`src/rtl/jtag_seq.sv`:
```
// JTAG command sequencer: turns reset / IR / DR / idle-clock commands into TCK/TMS/TDI pad activity.
// Latency: an op of N TCKs takes 2*N*HP clk_i cycles, response valid one cycle after the last TCK.
// Backpressure: one op in flight; cmd_ready_o stays low until the response is taken on rsp_ready_i.
//
// Ports:
//   clk_i, rst_n_i (sync, active-low)     : clock / reset
//   cmd_valid_i/cmd_ready_o, cmd_op_i,
//   cmd_len_i, cmd_data_i                 : command channel (op 00 reset, 01 IR, 10 DR, 11 idle)
//   rsp_valid_o/rsp_ready_i, rsp_data_o,
//   rsp_err_o                             : response channel (captured TDO, reject flag)
//   tck_o, tms_o, tdi_o, tdo_i            : target TAP pads
//   div_i (only with JTAG_SEQ_DIV_EN)     : TCK half period = div_i+1 clk_i cycles
//
// Optional feature macro: JTAG_SEQ_DIV_EN (programmable TCK divider; default is TCK = clk_i/2).

module jtag_seq #(
    parameter int MAX_LEN = 32,
    parameter int LEN_W   = 6
) (
    input  logic               clk_i,
    input  logic               rst_n_i,
    input  logic               cmd_valid_i,
    output logic               cmd_ready_o,
    input  logic [1:0]         cmd_op_i,
    input  logic [LEN_W-1:0]   cmd_len_i,
    input  logic [MAX_LEN-1:0] cmd_data_i,
`ifdef JTAG_SEQ_DIV_EN
    input  logic [7:0]         div_i,
`endif
    output logic               rsp_valid_o,
    input  logic               rsp_ready_i,
    output logic [MAX_LEN-1:0] rsp_data_o,
    output logic               rsp_err_o,
    output logic               tck_o,
    output logic               tms_o,
    output logic               tdi_o,
    input  logic               tdo_i
);

    typedef enum logic [2:0] {IDLE, PRE, SHIFT, POST, RUN, RESP} state_t;

    localparam logic [1:0] OP_RST  = 2'b00;
    localparam logic [1:0] OP_IR   = 2'b01;
    localparam logic [1:0] OP_DR   = 2'b10;
    localparam logic [1:0] OP_IDLE = 2'b11;

    state_t             state_q;
    logic [1:0]         op_q;
    logic [LEN_W-1:0]   len_q;
    logic [LEN_W-1:0]   cnt_q;       // TCK index within the current state
    logic [MAX_LEN-1:0] data_q;      // TDI bits still to go, next bit at [0]
    logic [MAX_LEN-1:0] cap_q;       // TDO bits enter at the top, aligned at the end of the op
    logic [5:0]         pre_tms_q;   // remaining PRE TMS bits, current at [0]
    logic [2:0]         pre_last_q;  // index of the last PRE TCK
    logic [7:0]         hcnt_q;      // clk_i cycles left in the current TCK half
    logic               auto_q;      // running the post-reset sequence, no response
    logic [7:0]         hp_m1;       // half period minus one for the running op
    logic [7:0]         acc_hp_m1;   // half period minus one for a command being accepted

`ifdef JTAG_SEQ_DIV_EN
    logic [7:0]         div_q;
    assign hp_m1     = div_q;
    assign acc_hp_m1 = div_i;
`else
    assign hp_m1     = 8'd0;
    assign acc_hp_m1 = 8'd0;
`endif

    logic cmd_bad;
    logic op_done;

    always_comb begin
        cmd_bad = 1'b0;
        case (cmd_op_i)
            OP_IR, OP_DR: cmd_bad = (cmd_len_i == '0) || (int'(cmd_len_i) > MAX_LEN);
            OP_IDLE:      cmd_bad = (cmd_len_i == '0);
            default:      cmd_bad = 1'b0;
        endcase
    end

    // True during the last TCK of the whole op (SHIFT always hands over to POST).
    always_comb begin
        op_done = 1'b0;
        case (state_q)
            PRE:     op_done = (op_q == OP_RST) && (cnt_q == LEN_W'(pre_last_q));
            POST:    op_done = (cnt_q == LEN_W'(1));
            RUN:     op_done = (cnt_q == len_q - 1'b1);
            default: op_done = 1'b0;
        endcase
    end

    always_ff @(posedge clk_i) begin
        if (!rst_n_i) begin
            // Park the pads and arm the autonomous TAP reset for when reset lifts.
            state_q     <= PRE;
            op_q        <= OP_RST;
            len_q       <= '0;
            cnt_q       <= '0;
            data_q      <= '0;
            cap_q       <= '0;
            pre_tms_q   <= 6'b011111;
            pre_last_q  <= 3'd5;
            hcnt_q      <= 8'd0;
            auto_q      <= 1'b1;
            tck_o       <= 1'b0;
            tms_o       <= 1'b1;
            tdi_o       <= 1'b0;
            cmd_ready_o <= 1'b0;
            rsp_valid_o <= 1'b0;
            rsp_data_o  <= '0;
            rsp_err_o   <= 1'b0;
`ifdef JTAG_SEQ_DIV_EN
            div_q       <= 8'd0;
`endif
        end else begin
            case (state_q)
                IDLE: begin
                    if (cmd_valid_i && cmd_ready_o) begin
                        cmd_ready_o <= 1'b0;
                        op_q        <= cmd_op_i;
                        len_q       <= cmd_len_i;
                        data_q      <= cmd_data_i;
                        cap_q       <= '0;
                        cnt_q       <= '0;
                        hcnt_q      <= acc_hp_m1;
                        auto_q      <= 1'b0;
                        tck_o       <= 1'b0;
                        tdi_o       <= 1'b0;
`ifdef JTAG_SEQ_DIV_EN
                        div_q       <= div_i;
`endif
                        if (cmd_bad) begin
                            state_q    <= RESP;
                            rsp_err_o  <= 1'b1;
                            rsp_data_o <= '0;
                        end else begin
                            rsp_err_o <= 1'b0;
                            case (cmd_op_i)
                                OP_RST: begin
                                    state_q    <= PRE;
                                    pre_tms_q  <= 6'b011111;
                                    pre_last_q <= 3'd5;
                                    tms_o      <= 1'b1;
                                end
                                OP_IR: begin
                                    state_q    <= PRE;
                                    pre_tms_q  <= 6'b000011;
                                    pre_last_q <= 3'd3;
                                    tms_o      <= 1'b1;
                                end
                                OP_DR: begin
                                    state_q    <= PRE;
                                    pre_tms_q  <= 6'b000001;
                                    pre_last_q <= 3'd2;
                                    tms_o      <= 1'b1;
                                end
                                default: begin
                                    state_q <= RUN;
                                    tms_o   <= 1'b0;
                                end
                            endcase
                        end
                    end
                end

                PRE, SHIFT, POST, RUN: begin
                    if (hcnt_q != 8'd0) begin
                        hcnt_q <= hcnt_q - 8'd1;
                    end else if (!tck_o) begin
                        // Low half over: rising TCK, TDO is sampled on this same cycle.
                        tck_o  <= 1'b1;
                        hcnt_q <= hp_m1;
                        if (state_q == SHIFT)
                            cap_q <= {tdo_i, cap_q[MAX_LEN-1:1]};
                    end else if (op_done) begin
                        tck_o  <= 1'b0;
                        tdi_o  <= 1'b0;
                        hcnt_q <= 8'd0;
                        if (auto_q) begin
                            auto_q      <= 1'b0;
                            state_q     <= IDLE;
                            cmd_ready_o <= 1'b1;
                        end else begin
                            state_q   <= RESP;
                            rsp_err_o <= 1'b0;
                            if (op_q == OP_IR || op_q == OP_DR)
                                rsp_data_o <= cap_q >> (MAX_LEN - int'(len_q));
                            else
                                rsp_data_o <= '0;
                        end
                    end else begin
                        // High half over: falling TCK, set up TMS/TDI for the next TCK.
                        tck_o  <= 1'b0;
                        hcnt_q <= hp_m1;
                        case (state_q)
                            PRE: begin
                                if (cnt_q == LEN_W'(pre_last_q)) begin
                                    state_q <= SHIFT;
                                    cnt_q   <= '0;
                                    tms_o   <= (len_q == LEN_W'(1));
                                    tdi_o   <= data_q[0];
                                end else begin
                                    cnt_q     <= cnt_q + 1'b1;
                                    tms_o     <= pre_tms_q[1];
                                    pre_tms_q <= pre_tms_q >> 1;
                                end
                            end
                            SHIFT: begin
                                if (cnt_q == len_q - 1'b1) begin
                                    state_q <= POST;
                                    cnt_q   <= '0;
                                    tms_o   <= 1'b1;
                                    tdi_o   <= 1'b0;
                                end else begin
                                    cnt_q  <= cnt_q + 1'b1;
                                    tms_o  <= (cnt_q + 1'b1 == len_q - 1'b1);
                                    tdi_o  <= data_q[1];
                                    data_q <= data_q >> 1;
                                end
                            end
                            default: begin
                                // POST second TCK and idle clocks both run at TMS=0.
                                cnt_q <= cnt_q + 1'b1;
                                tms_o <= 1'b0;
                            end
                        endcase
                    end
                end

                RESP: begin
                    // Valid rises the cycle after the final TCK edge, then waits for the consumer.
                    if (!rsp_valid_o) begin
                        rsp_valid_o <= 1'b1;
                    end else if (rsp_ready_i) begin
                        rsp_valid_o <= 1'b0;
                        state_q     <= IDLE;
                        cmd_ready_o <= 1'b1;
                    end
                end

                default: state_q <= IDLE;
            endcase
        end
    end

endmodule

```
`config.mk`:
```
export PLATFORM = sky130hd
export DESIGN_NAME = jtag_seq
export DESIGN_NICKNAME = d
export VERILOG_FILES = /design/src/rtl/jtag_seq.sv
export SDC_FILE = /design/constraint.sdc
export NUM_CORES = 1
export LEC_CHECK = 0
export ABC_AREA = 1
export ABC_CLOCK_PERIOD_IN_PS = 5600
export BUFFER_PORTS_ARGS = -buffer_cell sky130_fd_sc_hd__clkbuf_2
export CORE_MARGIN = 8
export CORE_UTILIZATION = 40
export DETAILED_ROUTE_END_ITERATION = 10
export PLACE_DENSITY = 0.58
export SETUP_SLACK_MARGIN = 0.05
export SLEW_MARGIN = 20
export SYNTH_ARGS = -nofsm -noshare
export SYNTH_HDL_FRONTEND = slang
export SYNTH_SLANG_ARGS = --single-unit
```
`constraint.sdc`:
```
create_clock -name clk_i -period 5.6 [get_ports clk_i]
set_clock_uncertainty 0.05 [all_clocks]
set_input_delay 0.84 -clock clk_i [delete_from_list [all_inputs] [get_ports clk_i]]
set_output_delay 0.84 -clock clk_i [all_outputs]
set_load 0.05 [all_outputs]
```
# Word-level counts from Yosys, hierarchy flattened

Cells that the tools add are included.
W data, S select, Z words.

Input bits: 45
Logic and storage cells: 186
Output and inout bits: 38
Bits in registers: 137

Equality and inequality tests: 35
Bitwise operators: 1
Shift operators: 1
$lt $le $gt $ge: 1
Muxes and demuxes: 97
Add/sub/neg operators: 4
Reduce and logical (&&, ||, !) cells: 30

Operators by type and width:

| kind                  | count |
|---|---|
| $mux W32              | 17 |
| $pmux W32 S2          | 3 |
| $mux W6               | 13 |
| $pmux W6 S2           | 3 |
| $mux W1               | 33 |
| $mux W3               | 11 |
| $ne A2 B2 Y1 const B  | 16 |
| $shr A32 B32 Y32      | 1 |
| $pmux W3 S3           | 2 |
| $pmux W6 S3           | 1 |
| $reduce_and A6 Y1     | 3 |
| $mux W8               | 2 |
| $pmux W1 S2           | 8 |
| $pmux W8 S2           | 1 |
| $reduce_and A8 Y1     | 2 |
| $reduce_and A5 Y1     | 3 |
| $reduce_and A7 Y1     | 2 |
| $eq A6 B1 Y1 const B  | 2 |
| $eq A6 B6 Y1          | 2 |
| $ne A4 B4 Y1 const B  | 3 |
| $reduce_and A9 Y1     | 1 |
| $reduce_bool A8 Y1    | 1 |
| $sub A8 B1 Y8 const B | 1 |
| $sub A6 B6 Y7 const A | 1 |
| 26 further kinds      | 37 |

# Logic depth before layout (Yosys ltp)

Depth after elaboration: 8
Depth in mapped cells: 21
Gate-level depth less buffers: 16

# Worst setup path after synthesis

OpenSTA, ideal clock, no wires.

Kind: reg2reg
Start: reg len_q[0]
End: reg rsp_data_o[28]
Slack: 2808 ps
Arrival: 2626 ps
Required time: 5434 ps
Clock period less this slack: 2792 ps
Buffers on the path: 5
Setup time: 116 ps
Cell stages (with the launch flop): 20
Cells stage by stage: dfxtp_1 > buf_2 > inv_2 > buf_4 > clkbuf_1 > ha_1 > clkbuf_1 > inv_2 > nand2_1 > nand2_1 > nand2_1 > nor2_1 > nand3_1 > nor2_1 > nand3_2 > nand3_4 > nand3b_4 > buf_2 > a21oi_1 > nor2_1

Longest elaborated chain between the ends: 8
Elaborated cells between the ends (all ways): 13
Those cells by class: add/sub (2); eq/ne (2); shift (1); mux (7); reduce/logical (1)

RTL lines:

| item                     | RTL line | text |
|---|---|---|
| start: declaration       | 49       | `logic [LEN_W-1:0] len_q;` |
| start signal: assignment | 121      | `len_q <= cmd_len_i;` |
| $sub A6 B6 Y7            | 187      | `rsp_data_o <= cap_q >> (MAX_LEN - int'(len_q));` |
| $shr A32 B32 Y32         | 187      |  |
| $mux W32                 | 186      | `if (op_q == OP_IR \|\| op_q == OP_DR)` |
| $mux W32                 | 179      | `if (auto_q) begin` |
| $mux W32                 | 175      | `end else if (op_done) begin` |
| $mux W32                 | 169      | `end else if (!tck_o) begin` |
| $mux W32                 | 167      | `if (hcnt_q != 8'd0) begin` |
| $pmux W32 S2             | 116      | `case (state_q)` |
| end signal: assignment   | 187      |  |
| end: declaration         | 32       | `output logic [MAX_LEN-1:0] rsp_data_o,` |

Parallel ways exist; a longest one is shown, timed or not. The select of a mux whose other input is x is not followed.
A chain may end at the register's enable or synchronous reset.

# Worst setup path in the final report

Start: reg len_q[0]
End: reg rsp_data_o[10]

The elaborated chain is that of the path after synthesis.

==> impl_results.md <==
* Hold_sp: data_q[25]$_SDFFE_PN0P_
* Initial DRC count at 774
* Initial antenna violation count at 0
* Leak Pwr at 4.141 nW
* RSZ-0062 raised after global routing: false
* Worst flop-to-flop path endpoint: rsp_data_o[10]$_SDFFE_PN0P_
* FF-to-FF path depth at 17
* Fmax at 260.1 MHz
* DR pass1 iterations at 6
* Max incr delay on CP at 510 ps
* Power Dens Cells at 273.2 nW/um2
* Outcome: complete, no violations
* Post-synthesis cell type count at 47
* # hold bufs at CTS at 0
* Most common cell type on the critical path: nand2_1
* Slowest-stage cell, CP: inv_2
* PortBufs at 82
* Worst slew pin tran at 1051 ps
* Sw Pwr at 0.7210 mW
* Met1 Routed Length at 11.12 mm
* Post-Syn Area per Cell at 6.311 um2
* Clock Latency Late Sink at 430 ps
* CTS tree: done
* WP data arrival at 4160 ps
* Max-slew headroom at 29.50%
* RR Startpoint: len_q[0]$_SDFFE_PN0P_
* Gp weighted congestion at 0.9040
* Core Area at 20230 um2
* Deepest clock path buffer count at 2
* Leading cell type in the layout, fill and taps excluded: nand2_1
* Core Rows at 52
* Most frequent cells in the layout: 374 x nand2_1, 252 x nand3_1, 135 x dfxtp_1, 101 x a21oi_1, 100 x nor2_1
* Ant diodes at 0
* H-Tree Depth at 4
* Sequential share of the synthesized area at 32.77%
* Worst hold-check path type: reg -> reg
* Clock power frac at 45.6%
* Mapped Cells at 1307
* Hold path depth at 2
* Die area at 25470 um2
* Dpl ws at 1797 ps
* Period utilization at 68.66%
* Cell family with the largest share of critical-path delay: simple AND/OR/NAND/NOR gates
* Buf/Inv on CP at 4
* Largest net degree at the start of global routing at 62
* R2R Setup Slk at 1760 ps
* Die W at 159.6 um
* Starting density of the core at 40.76%
* Clock-pin slew on the worst setup and hold paths at 60 ps
* Max layer used: met4
* Pins Over Slew Limit at 0
* Setup crit end kind: flip-flop
* Finish-stage setup viols at 0
* Final ANT Viol Nets at 0
* Power share of the sequential group at 40.5%
* Vias/cell at 5.306
* GRT Util Overall at 19.11%
* Nets at 1395
* CTS root buffer: clkbuf_16
* Layout cells sized above 1 at 13.11%
* Critical path cell sequence: buf_4, inv_2, ha_1, buf_4, inv_2, nand2_1, nand2_1, nand2_1, nor2_1, nand3_1, nor2_1, nand3_2, nand3_4, nand3b_4, nand2_1, nand2_1, nor2_1
* Synth Warn # at 0
* Worst path required time at 5910 ps
* Die Ht at 159.6 um
* Post-CTS setup buffers at 0
* Via count at 8595
* Clk sinks at 135
* Total Routed Length at 24.31 mm
* Vias in the first global route at 8141
* Final Util at 46.05%
* WS Path Type: reg -> reg
* Routed WL per cell at 15.01 um
* Final worst setup slack at 1755 ps
* Comb pwr share at 13.9%
* Fin. Hold Viols at 0
* Metal3 WL at 1.216 mm
* Area grow syn2layout at 12.99%
* Global-route wire length before repair at 40.79 mm
* Crit-path max FO at 40
* PostCTS Resize Cnt at 0
* Global route overflow at 0
* DP HPWL at 17.17 mm
* Max_cap viols at 0
* DRC errors left at 0
* Sw Ratio at 28.32%
* WHS Endpoint: data_q[25]$_SDFFE_PN0P_
* Min Tclk post-route at 3845 ps
* WL met2 at 11.29 mm
* Syn_nets at 1365
* Post-route setup TNS at 0 ps
* Crit path launch: len_q[0]$_SDFFE_PN0P_
* Peak VDD IR at 0.2076 mV
* Yosys reg bits at 135
* Clock buffers created by TritonCTS at 17
* # IOs at 83
* Critical Path Source Type: flip-flop
* Mapped Area at 8248 um2
* Int Pwr at 1.825 mW
area by class of cell:
cell class / instances / area (um2)
inverters: 92 / 347.8
well taps: 270 / 337.8
clock inverters: 14 / 176.4
clock buffers: 18 / 429.2
flip-flops and latches: 135 / 2703
fillers: 2145 / 10920
multi-input cells: 999 / 4840
repair buffers: 92 / 485.5
worst reg2reg max path, cell delays in order (launching register included):
cell	delay, ps
dfxtp_1	290
buf_4	230
inv_2	520
ha_1	340
buf_4	240
inv_2	460
nand2_1	100
nand2_1	90
nand2_1	50
nor2_1	90
nand3_1	70
nor2_1	230
nand3_2	160
nand3_4	130
nand3b_4	350
nand2_1	180
nand2_1	70
nor2_1	130
per-layer routing:
metal  up-vias  GRT usage, %
met5         -             0
met4         0         7.547
met3        56         4.033
met2       238         31.08
met1      3911         24.23
li1       4390             -
per-stage QoR:
step           area, um2  hold WS (ps)  instances  power, mW
2_1_floorplan       8248         379.5       1307      1.319
3_3_place_gp        8713         394.3       1588      1.405
3_5_place_dp        8713         401.8       1588      1.406
4_1_cts             9319         414.0       1620      2.575
5_1_grt             9319         424.2       1620      2.660
6_report            9319         410.1       1620      2.546
power by group through the flow:
| stage | sequential [mW] | combinational [mW] | clock, mW |
|---|---|---|---|
| 2_1_floorplan | 1.06 | 0.257 | 0 |
| 3_3_place_gp | 1.05 | 0.353 | 0 |
| 3_5_place_dp | 1.05 | 0.355 | 0 |
| 4_1_cts | 1.03 | 0.356 | 1.19 |
| 5_1_grt | 1.04 | 0.399 | 1.23 |
| 6_report | 1.03 | 0.353 | 1.16 |
Yosys cell counts, drive strengths merged:
cell type | instances | area share (%)
ha | 13 | 2.0
dfxtp | 135 | 33
nor2 | 113 | 6.1
o21bai | 1 | 0.23
buf | 38 | 2.4
o21a | 1 | 0.091
a21boi | 1 | 0.091
o22ai | 2 | 0.15
nand3b | 3 | 0.42
or2 | 4 | 0.33
a31oi | 1 | 0.076
nor3 | 12 | 0.93
a21oi | 103 | 6.4
nand3 | 256 | 16
inv | 91 | 4.2
o21ai | 49 | 3.0
a211oi | 4 | 0.49
o2111ai | 1 | 0.11
nand4 | 39 | 3.0
clkinv | 1 | 0.045
xnor3 | 1 | 0.27
xor2 | 6 | 0.64
clkbuf | 43 | 2.0
xnor2 | 7 | 0.74
o211ai | 5 | 0.46
nand2 | 377 | 17
logic make-up (layout without fill, tap and decap cells):
family / after synthesis / after routing / synth area share, %
simple gates: 804 / 804 / 43.96
buf+inv: 173 / 216 / 8.556
compound gates: 168 / 168 / 11.09
flops: 135 / 135 / 32.77
fa+ha+maj: 13 / 13 / 1.972
xor+xnor: 14 / 14 / 1.654
sequential cells by signal, indices dropped and copies added (netlist names), 2 cells and up:
signal and count:
cap_q 32, data_q 32, rsp_data_o 32, cnt_q 6
op_q 2, pre_last_q 3, state_q 3, pre_tms_q 4
len_q 6, hcnt_q 8
worst max path at each step:
stage	endpoint	slack, ps	cells past startpoint
floorplan	rsp_data_o[28]$_SDFFE_PN0P_	2810	19
CTS	rsp_data_o[10]$_SDFFE_PN0P_	1770	16
global placement	rsp_data_o[26]$_SDFFE_PN0P_	1830	16
global route	rsp_data_o[10]$_SDFFE_PN0P_	1340	17
finish	rsp_data_o[10]$_SDFFE_PN0P_	1760	17
detailed placement	rsp_data_o[15]$_SDFFE_PN0P_	1800	16
No activity file was read; power rests on OpenSTA's default activity.
